==> config.mk <==
export PLATFORM = sky130hd
export DESIGN_NAME = a4_tree_pipe
export DESIGN_NICKNAME = d
export VERILOG_FILES = /design/src/rtl/a4_tree_pipe.sv
export SDC_FILE = /design/constraint.sdc
export NUM_CORES = 1
export LEC_CHECK = 0
export CAP_MARGIN = 0
export CORE_AREA = 2 2 39 41
export CTS_BUF_LIST = sky130_fd_sc_hd__clkbuf_16
export CTS_CLUSTER_SIZE = 40
export DETAILED_ROUTE_END_ITERATION = 7
export DIE_AREA = 0 0 41 43
export PLACE_DENSITY = 0.71
export SYNTH_ARGS = -nofsm -noshare
export SYNTH_HDL_FRONTEND = slang
export SYNTH_SLANG_ARGS = --single-unit
export TNS_END_PERCENT = 5
==> constraint.sdc <==
create_clock -name ck -period 2.1 [get_ports ck]
set_input_delay 0.315 -clock ck [delete_from_list [all_inputs] [get_ports ck]]
set_output_delay 0.315 -clock ck [all_outputs]
set_load 0.03 [all_outputs]
==> src/rtl/a4_tree_pipe.sv <==
// a4_tree_pipe: pipelined wide AND/NAND reduction built from 4-input AND levels,
// with a valid/ready handshake, per-transaction invert and a sticky accumulator.
module a4_tree_pipe #(
  parameter int unsigned WIDTH = 16
) (
  input  logic             ck,
  input  logic             nrst,
  input  logic [WIDTH-1:0] i,
  input  logic             iv,
  output logic             irdy,
  input  logic             inv,
  input  logic             acc,
  input  logic             clr,
  output logic             q,
  output logic             qv,
  input  logic             ordy
);

  // Number of live bits after k levels of 4:1 reduction.
  function automatic int unsigned lvl_w(input int unsigned k);
    int unsigned w;
    w = WIDTH;
    for (int unsigned n = 0; n < k; n++) w = (w + 3) / 4;
    return w;
  endfunction

  // Smallest LAT >= 1 with 4^LAT >= WIDTH.
  function automatic int unsigned calc_lat();
    int unsigned l;
    int unsigned w;
    l = 1;
    w = (WIDTH + 3) / 4;
    for (int n = 0; n < 8; n++) begin
      if (w > 1) begin
        w = (w + 3) / 4;
        l = l + 1;
      end
    end
    return l;
  endfunction

  localparam int unsigned LAT = calc_lat();

  logic adv;
  logic r;
  logic v_in;
  logic inv_in;
  logic acc_in;
  logic a;
  logic a_eff;
  logic a_d;
  logic q_d;
  logic qv_d;

  // The whole pipeline moves together whenever the output slot is free or drains.
  assign adv  = ~qv | ordy;
  assign irdy = adv;

  genvar k, j;

  // Combinational reduction feeding each level; short top groups padded with 1s.
  for (k = 1; k <= LAT; k++) begin : g_red
    localparam int unsigned LWP = lvl_w(k - 1);
    localparam int unsigned LW  = lvl_w(k);
    localparam int unsigned PW  = 4 * LW;

    logic [LWP-1:0] src;
    logic [PW-1:0]  pad;
    logic [LW-1:0]  red;

    if (k == 1) begin : g_src_in
      assign src = i;
    end else begin : g_src_stg
      assign src = g_stg[k-1].d_q;
    end

    assign pad = PW'({{PW{1'b1}}, src});

    for (j = 0; j < LW; j++) begin : g_and
      assign red[j] = &pad[4*j +: 4];
    end
  end

  // Intermediate level registers: partial AND plus the transaction's control bits.
  for (k = 1; k < LAT; k++) begin : g_stg
    localparam int unsigned LW = lvl_w(k);

    logic [LW-1:0] d_q;
    logic          v_q;
    logic          inv_q;
    logic          acc_q;
    logic          v_d;
    logic          inv_d;
    logic          acc_d;

    if (k == 1) begin : g_ctl_in
      assign v_d   = iv;
      assign inv_d = inv;
      assign acc_d = acc;
    end else begin : g_ctl_stg
      assign v_d   = g_stg[k-1].v_q;
      assign inv_d = g_stg[k-1].inv_q;
      assign acc_d = g_stg[k-1].acc_q;
    end

    // Level register: load from the previous level on advance, hold otherwise.
    always_ff @(posedge ck or negedge nrst) begin
      if (!nrst) begin
        d_q   <= '0;
        v_q   <= 1'b0;
        inv_q <= 1'b0;
        acc_q <= 1'b0;
      end else if (adv) begin
        d_q   <= g_red[k].red;
        v_q   <= v_d;
        inv_q <= inv_d;
        acc_q <= acc_d;
      end
    end
  end

  // Final-level inputs come straight from the ports when the tree is one level deep.
  if (LAT == 1) begin : g_out_in
    assign v_in   = iv;
    assign inv_in = inv;
    assign acc_in = acc;
  end else begin : g_out_stg
    assign v_in   = g_stg[LAT-1].v_q;
    assign inv_in = g_stg[LAT-1].inv_q;
    assign acc_in = g_stg[LAT-1].acc_q;
  end

  assign r = g_red[LAT].red[0];

  // Next output/accumulator state; clr restarts accumulation from 1 even when stalled.
  always_comb begin
    q_d   = q;
    qv_d  = qv;
    a_d   = a;
    a_eff = clr ? 1'b1 : a;
    if (clr) a_d = 1'b1;
    if (adv) begin
      qv_d = v_in;
      if (v_in) begin
        if (acc_in) begin
          a_d = a_eff & r;
          q_d = (a_eff & r) ^ inv_in;
        end else begin
          q_d = r ^ inv_in;
        end
      end
    end
  end

  // Output register and accumulator.
  always_ff @(posedge ck or negedge nrst) begin
    if (!nrst) begin
      q  <= 1'b0;
      qv <= 1'b0;
      a  <= 1'b1;
    end else begin
      q  <= q_d;
      qv <= qv_d;
      a  <= a_d;
    end
  end

endmodule
==> results.sh <==
export IMPL_fmax_mhz=523
export IMPL_cts_tree="yes"
export IMPL_period_needed_ps=1910
export IMPL_ys_flop_type="dfrtp_1"
export IMPL_core_area_um2=1380
export IMPL_r2r_start="a$_DFF_PN1_"
export IMPL_grt_use_total=0.136
export IMPL_max_cap_viol_count=0
export IMPL_wire_per_inst_um=10.8
export IMPL_place_gp_congestion=0.676
export IMPL_die_x_um=41
export IMPL_worstRegToRegCells=3
export IMPL_peakVddDrop_mv=0.569
export IMPL_vias_per_cell=4.87
export IMPL_placed_cells=85
export IMPL_cts_setup_buffers=0
export IMPL_synth_nets=67
export IMPL_start_kind="input port"
export IMPL_cts_buffer_depth=2
export IMPL_worst_setup_path_end_kind="output port"
export IMPL_portBuffers=25
export IMPL_ys_ff_latch=10
export IMPL_final_period_utilization=0.911
export IMPL_avgSynthCellArea_um2=9.78
export IMPL_grt_max_degree=12
export IMPL_drive_gt1_frac=0.0959
export IMPL_dpl_hpwl_um=739
export IMPL_startpoint="ordy"
export IMPL_routed_wl_um=961
export IMPL_stdcell_count=89
export IMPL_p_leak_uw=0.000328
export IMPL_slew_viol_final=0
export IMPL_hold_class="in -> async"
export IMPL_numCtsBuffers=3
export IMPL_cp_max_fo=7
export IMPL_synth_area_leaders="dfrtp_1, nand2_1, nand4_1"
export IMPL_ios=26
export IMPL_grt_setup_unrepaired="no"
export IMPL_synthMostInstantiatedCell="nand2_1"
export IMPL_rows=14
export IMPL_die_area_um2=1760
export IMPL_ant_nets=0
export IMPL_p_per_area_nw_per_um2=901
export IMPL_worst_setup_path_type="in -> out"
export IMPL_relSlewSlack=0.697
export IMPL_die_h_um=43
export IMPL_htreeDepth=1
export IMPL_nets=97
export IMPL_clk_latency_ps=240
export IMPL_syn2layout_area_growth_pct=81.7
export IMPL_drt_pass1_iterations=4
export IMPL_antenna_found_initial=0
export IMPL_cts_clk_slew_worst_paths_ps=40
export IMPL_clockRootBuffer="clkbuf_16"
export IMPL_fill_cells=124
export IMPL_synth_edf_count=0
export IMPL_yosysWarnings=0
export IMPL_cts_resized=0
export IMPL_tightestPinTransition_ps=453
export IMPL_synth_seq_area_share=0.584
export IMPL_grt_pass1_wl_um=1570
export IMPL_cts_sinks=10
export IMPL_ys_types=15
export IMPL_hold_viol=0
export IMPL_synth_top_area_cell="dfrtp_1"
export IMPL_synthTopCellsByCount="nand2_1, dfrtp_1, nand4_1, o21ai_0, a31oi_1"
export IMPL_setup_viol=0
export IMPL_arrival_ps=1600
export IMPL_netlist_area_um2=430
export IMPL_synthCells=44
export IMPL_grt_pass1_vias=395
export IMPL_drc=0
export IMPL_drt_iter0_drc=5
export IMPL_ys_async_sr_fraction=1.00
export IMPL_run_status="completed"
export IMPL_finalClockSkew_ps=6.66
export IMPL_synth_top_area_share=0.523
export IMPL_grt_ovfl_total=0
export IMPL_tns_ps=0
export IMPL_regArea_um2=251
export IMPL_crit_required_ps=1780
export IMPL_reg2reg_slack_ps=940
export IMPL_initial_core_util=0.311
export IMPL_hold_buffers=0
export IMPL_dr_total_vias=433
export IMPL_multi_input_area_um2=170
export IMPL_n_antenna_cell=0
==> sequential cells by signal, summed over array words and instances (netlist names) <==
signal and flops:
g_stg.v_q 1, a 1, acc_in 1, g_stg.inv_q 1, g_red.pad 4, q 1
qv 1
==> power breakdown <==
| part | internal, µW | switching (µW) | total, µW |
|---|---|---|---|
| Combinational | 73.4 | 59.5 | 133 |
| Clock | 249 | 87.4 | 337 |
| Sequential | 219 | 15.6 | 235 |
| Total | 542 | 162 | 704 |
==> through the flow <==
| stage | total power, µW | instance area, µm² | util | hold slack [ps] | worst slack, ps |
|---|---|---|---|---|---|
| after global placement | 366 | 703 | 0.508 | 431 | 196 |
| after floorplan | 292 | 430 | - | 19.4 | 822 |
| after CTS | 713 | 782 | 0.565 | 406 | 183 |
| after detailed placement | 370 | 703 | 0.508 | 458 | 184 |
| final | 704 | 782 | 0.565 | 395 | 187 |
| after global routing | 731 | 782 | 0.565 | 437 | 111 |
==> critical path, cell delays in order <==
cell             delay, ps
clkdlybuf4s50_1        450
nor2b_1                 50
inv_2                  100
clkdlybuf4s50_1        680
==> path summary, 6_finish.rpt <==
| kind | to |
|---|---|
| worst max-delay path | irdy |
| worst min-delay path | g_stg[1].v_q$_DFFE_PN0N_ |
| worst max register to register | q$_DFFE_PN0P_ |
| worst min register to register | a$_DFF_PN1_ |
| max in group asynchronous | a$_DFF_PN1_ |
| min in group ck | a$_DFF_PN1_ |
==> per-layer routing <==
metal	vias up	GRT usage	wire, µm
li1	213	-	-
met1	198	0.157	380
met2	20	0.206	491
met3	2	0.0628	76
met4	0	0.0600	11
met5	-	0	0
==> layout by cell type, fill, tap and decap left out <==
cell and n:
buf_4 1, clkbuf_16 3, and2_1 1, dfstp_2 1, dfrtp_1 9, nand2_1 13, nand2b_1 1, a31oi_1 2
nor2_1 1, o21ai_0 5, inv_2 1, a21oi_1 1, or3_1 1, clkdlybuf4s50_1 25, nor3b_4 1, nor2b_1 1
nand4_1 5, clkinv_1 1
==> cell type report <==
class                   instances  area share
repair buffers                 26       0.330
multi-input cells              32       0.218
clock buffers                   3      0.0960
inverters                       1     0.00480
clock inverters                 1     0.00480
well taps                      16      0.0256
flip-flops and latches         10       0.322
==> logic make-up after synthesis <==
family	count (synthesis)	share of synthesized area
compound gates	8	0.0988
buf+inv	2	0.0203
flops	10	0.584
simple gates	24	0.297
No activity file was read; power rests on OpenSTA's default activity.
